$ cat src/rtl/add_chunked.sv
// add_chunked: multi-cycle WIDTH-bit adder/subtractor processing CHUNK bits per cycle.
//
// Ports:
//   clk, rst_n          clock, asynchronous active-low reset
//   in_valid, in_ready  operand handshake (in_ready high only when idle)
//   a, b, sub, c_in     operands; sub=1 computes a - b - c_in
//   out_valid, out_ready result handshake (out_valid high only when done)
//   sum, c_out, ovf, zero  result, carry out (sub: 1 = no borrow), signed overflow, sum == 0
module add_chunked #(
    parameter int unsigned WIDTH = 16,
    parameter int unsigned CHUNK = 4
) (
    input  logic             clk,
    input  logic             rst_n,
    input  logic             in_valid,
    output logic             in_ready,
    input  logic [WIDTH-1:0] a,
    input  logic [WIDTH-1:0] b,
    input  logic             sub,
    input  logic             c_in,
    output logic             out_valid,
    input  logic             out_ready,
    output logic [WIDTH-1:0] sum,
    output logic             c_out,
    output logic             ovf,
    output logic             zero
);

    localparam int unsigned NCHUNK = WIDTH / CHUNK;
    localparam int unsigned KW     = (NCHUNK > 1) ? $clog2(NCHUNK) : 1;
    localparam logic [KW-1:0] KLAST = KW'(NCHUNK - 1);

    typedef enum logic [1:0] {StIdle, StRun, StDone} state_e;

    state_e           state_q, state_d;
    logic [KW-1:0]    k_q, k_d;
    logic             carry_q, carry_d;
    logic [WIDTH-1:0] a_q, a_d;
    logic [WIDTH-1:0] b_q, b_d;
    logic [WIDTH-1:0] sum_q, sum_d;
    logic             c_out_q, c_out_d;
    logic             ovf_q, ovf_d;
    logic             zero_q, zero_d;

    int unsigned      base;
    logic [CHUNK:0]   chunk_res;

    always_comb begin
        state_d   = state_q;
        k_d       = k_q;
        carry_d   = carry_q;
        a_d       = a_q;
        b_d       = b_q;
        sum_d     = sum_q;
        c_out_d   = c_out_q;
        ovf_d     = ovf_q;
        zero_d    = zero_q;

        base      = 32'(k_q) * CHUNK;
        chunk_res = {1'b0, a_q[base +: CHUNK]} + {1'b0, b_q[base +: CHUNK]}
                    + (CHUNK + 1)'(carry_q);

        unique case (state_q)
            StIdle: begin
                if (in_valid) begin
                    // Subtraction as a + ~b + ~c_in, so the carry out reads as "no borrow".
                    a_d     = a;
                    b_d     = sub ? ~b : b;
                    carry_d = sub ? ~c_in : c_in;
                    k_d     = '0;
                    sum_d   = '0;
                    state_d = StRun;
                end
            end
            StRun: begin
                sum_d[base +: CHUNK] = chunk_res[CHUNK-1:0];
                carry_d              = chunk_res[CHUNK];
                k_d                  = k_q + 1'b1;
                if (k_q == KLAST) begin
                    c_out_d = chunk_res[CHUNK];
                    // Carry into the MSB is recovered from the MSB sum bit and its operands.
                    ovf_d   = chunk_res[CHUNK]
                              ^ (a_q[WIDTH-1] ^ b_q[WIDTH-1] ^ sum_d[WIDTH-1]);
                    zero_d  = (sum_d == '0);
                    k_d     = '0;
                    state_d = StDone;
                end
            end
            StDone: begin
                if (out_ready) begin
                    state_d = StIdle;
                end
            end
            default: state_d = StIdle;
        endcase
    end

    always_ff @(posedge clk or negedge rst_n) begin
        if (!rst_n) begin
            state_q <= StIdle;
            k_q     <= '0;
            carry_q <= 1'b0;
            a_q     <= '0;
            b_q     <= '0;
            sum_q   <= '0;
            c_out_q <= 1'b0;
            ovf_q   <= 1'b0;
            zero_q  <= 1'b0;
        end else begin
            state_q <= state_d;
            k_q     <= k_d;
            carry_q <= carry_d;
            a_q     <= a_d;
            b_q     <= b_d;
            sum_q   <= sum_d;
            c_out_q <= c_out_d;
            ovf_q   <= ovf_d;
            zero_q  <= zero_d;
        end
    end

    assign in_ready  = (state_q == StIdle);
    assign out_valid = (state_q == StDone);
    assign sum       = sum_q;
    assign c_out     = c_out_q;
    assign ovf       = ovf_q;
    assign zero      = zero_q;

endmodule

$ cat config.mk
export PLATFORM = sky130hd
export DESIGN_NAME = add_chunked
export DESIGN_NICKNAME = d
export VERILOG_FILES = /design/src/rtl/add_chunked.sv
export SDC_FILE = /design/constraint.sdc
export NUM_CORES = 1
export LEC_CHECK = 0
export CAP_MARGIN = 10
export CORE_MARGIN = 4
export CORE_UTILIZATION = 50
export DETAILED_ROUTE_END_ITERATION = 10
export PLACE_DENSITY = 0.78
export SLEW_MARGIN = 10
export SYNTH_ARGS = -nofsm -noshare
export SYNTH_HDL_FRONTEND = slang
export SYNTH_SLANG_ARGS = --single-unit
$ cat constraint.sdc
create_clock -name clk -period 3.8 [get_ports clk]
set_input_delay 0.57 -clock clk [delete_from_list [all_inputs] [get_ports clk]]
set_output_delay 0.57 -clock clk [all_outputs]
set_load 0.05 [all_outputs]
==> results.tsv <==
stage	metric	value	unit
layout	final_nets	402	
clock_tree	cts_tree	done	
power	power	3.60	mW
flow_run	drv_cap	0	
synthesis	avgSynthCellArea	9.80	um2
timing	drv_slew	0	
detailed_routing	vias	2310	
die	rows	27	
detailed_routing	dr.pass1.iters	4	
synthesis	yosysTopAreaCellShare	0.473	
setup_path	required	4.02	ns
synthesis	synthCells	302	
clock_tree	cts_resized	0	
global_route	grt.met1_usage	0.251	
layout	drive_above_1_share	0.0706	
setup_path	crit_fanout	6	
clock_tree	cts_hold_buf	0	
power	max-vdd-ir-drop	0.000528	V
detailed_routing	drt_iter0_drc	88	
global_route	grt_pass1_wl	11.1	mm
setup_path	worstPathArrival	3.19	ns
timing	rsz0062_at_grt	false	
setup_path	cpMostUsedCell	fa_1	
die	initial_core_util	0.528	
global_route	grt-ovfl-total	0	
setup_path	cp_cell_sequence	mux4_2 > fa_1 > inv_1 > fa_1 > nor2_1 > a41oi_1 > nand4_1 > nor4_2 > a32o_2	
synthesis	ys_types	44	
timing	setup_violations	0	
global_route	grt_pass1_vias	2379	
placement	hpwlAfterDp	5.02	mm
detailed_routing	drc_errors	0	
layout	finish.utilization	0.654	
setup_path	path_class	reg2reg	
clock_tree	cts_root_buf	clkbuf_8	
global_route	grt_most_used_layer	met2	
synthesis	yosysSeqAreaShare	0.473	
detailed_routing	routed_wl	6.67	mm
clock_tree	cts_setup_buffers	0	
timing	max_freq	336	MHz
synthesis	syn-num-nets	351	
status	status	finished clean	
placement	gp_congestion	0.908	
layout	antennaDiodeCount	0	
die	dieArea	0.00722	mm2
placement	placed_cell_area	0.00357	mm2
timing	postLayoutSetupSlackWorst	0.828	ns
timing	hold_viol	0	
setup_path	endpoint_kind	flip-flop	
layout	area_growth_syn_to_layout	23.9	%
die	die_width	84.9	um
synthesis	yosys_warnings	0	
power	power.leakage	1.64	nW
timing	period_needed	2.97	ns
clock_tree	clk-insertion-delay-late	0.32	ns
global_route	grt_use_met3	0.0350	
synthesis	ys_ff_latch	56	
clock_tree	cts-htree-levels	2	
timing	relSlewSlack	0.387	
synthesis	syn-cell-area	0.00296	mm2
synthesis	yosysTopAreaCell	dfrtp_1	
detailed_routing	wl_per_cell	15.7	um
placement	dp_slack	0.834	ns
die	die_h	84.9	um
power	powerDensity	980	mW/mm2
timing	fin_crit_sh	0.782	
placement	portBuffers	58	
timing	fin_setup_tns	0	ns
clock_tree	cts_buffers	5	
setup_path	cpMaxStageDelayCell	mux4_2	
clock_tree	cts_sinks	56	
die	core_area	0.00561	mm2
layout	fin_area	0.00367	mm2
detailed_routing	ant_nets	0	
hold_path	hold_class	in2async	
clock_tree	cts_buffer_depth	2	
clock_tree	clk_pin_slew	0.11	ns
die	boundaryPins	59	
setup_path	start_kind	flip-flop	
detailed_routing	avgViaCountPerCell	5.42	
global_route	grt_max_degree	42	
timing	worstMarginPinSlew	0.916	ns
timing	skew	0.0116	ns
global_route	groute.usage.overall	0.193	
global_route	met2_usage	0.316	
global_route	grt_antenna_before_repair	0	
synthesis	ys_top_cells_by_area	dfrtp_1 47%, nand2_1 9.4%, mux4_2 6.1%	
setup_path	max_stage_delay	0.56	ns
-- worst paths after layout --
path / start / endpoint / slack (ns) / depth (start not counted)
min reg2reg: a_q[11] / a_q[11] / 0.48 / 2
max reg2reg: k_q[0] / zero / 0.83 / 9
min: rst_n / sum[6] / 0.34 / 1
min in group clk: a_q[11] / a_q[11] / 0.48 / 2
max in group asynchronous: rst_n / b_q[2] / 2.69 / 2
max: k_q[0] / zero / 0.83 / 9
-- routing by layer --
metal  vias to the layer above  share of wire
li1                       1132              -
met2                        67           0.49
met1                      1094           0.44
met3                        17          0.047
met4                         0          0.027
met5                         -              0
-- critical path: cells and delay by family (launching register included) --
| kind | cells | cell delay [ns] |
|---|---|---|
| AO/OA/AOI/OAI | 2 | 0.43 |
| adder cells (fa/ha/maj) | 2 | 0.86 |
| AND/OR/NAND/NOR | 3 | 0.40 |
| multiplexers | 1 | 0.56 |
| flip-flops | 1 | 0.54 |
| buffers and inverters | 1 | 0.08 |
-- placed cells by master (no fill, tap or decap), types with 2 or more instances in the layout --
cell | synthesis | layout
o31ai_1 | 2 | 2
mux4_2 | 8 | 8
inv_1 | 9 | 9
and2_1 | 2 | 2
nor2b_1 | 9 | 9
nand2_1 | 74 | 73
xnor2_1 | 20 | 20
ha_1 | 9 | 9
a21oi_1 | 3 | 3
nor2_1 | 10 | 10
fa_1 | 2 | 2
nor4_1 | 2 | 2
dfrtp_1 | 56 | 56
or3_1 | 2 | 2
buf_4 | 0 | 3
a31oi_1 | 4 | 4
nand2b_1 | 2 | 2
a22o_1 | 6 | 6
nand3_1 | 7 | 7
clkdlybuf4s50_1 | 0 | 57
o21ai_1 | 2 | 2
a41oi_1 | 2 | 2
clkbuf_8 | 0 | 6
o21ai_0 | 35 | 35
-- kinds of logic (layout without fill, tap and decap cells) --
logic type	count (synthesis)	in the layout	synth area share
and+or+nand+nor	118	118	0.187
AOI/OAI and AO/OA	62	62	0.127
DFF	56	56	0.473
buffers and inverters	26	78	0.0380
xor gates and xnor gates	21	21	0.0621
adders and majority gates	11	11	0.0516
muxes	8	8	0.0609
-- through the flow --
step | hold slack, ns | std cells
after floorplan | 0.274 | 302
after global placement | 0.453 | 418
after detailed placement | 0.465 | 418
after CTS | 0.360 | 426
after global routing | 0.384 | 426
final | 0.335 | 426
-- registers in the layout (all words and copies together) (netlist names) --
register	flops
zero	1
ovf	1
a_q	16
carry_q	1
b_q	16
state_q	2
sum	16
c_out	1
k_q	2
-- final cells by class --
type	count	area (um2)
Clock buffer	6	82.6
Clock inverter	2	13.8
Fill cell	474	1940
Inverter	9	33.8
Multi-Input combinational cell	220	1450
Sequential cell	56	1400
Tap cell	72	90.1
Timing Repair Buffer	61	598
-- power by group --
group	leakage [nW]	total, mW	internal (mW)	switching [mW]
clock	0.0516	0.350	0.150	0.200
combinational	0.868	2.15	0.839	1.31
sequential	0.720	1.10	0.874	0.226
total	1.64	3.60	1.86	1.73
-- synth_stat cells --
library cell  number
a32o_2             1
nor2b_4            1
a32oi_1            1
o21ai_1            2
nor4_1             2
and3_1             1
o21ai_0           35
fa_1               2
and4bb_1           1
o22ai_1            1
a21o_1             1
nor2_1            10
a41oi_1            2
nand3b_1           1
or2b_1             1
buf_1              3
and2_1             2
nand4b_1           1
or3_1              2
buf_6              1
o21a_1             1
xor2_1             1
and4b_1            1
nand3_1            7
nor2b_1            9
a22o_1             6
nand2_4            1
nand2_1           74
ha_1               9
inv_1              9
a2111oi_0          1
mux4_2             8
xnor2_1           20
nor4_2             1
o31ai_1            2
a21oi_1            3
nand2b_1           2
o2bb2ai_1          1
nand4_1            1
a22oi_1            1
a31oi_1            4
dfrtp_1           56
buf_2              6
clkbuf_1           7
Power figures use the tool's default switching activity.
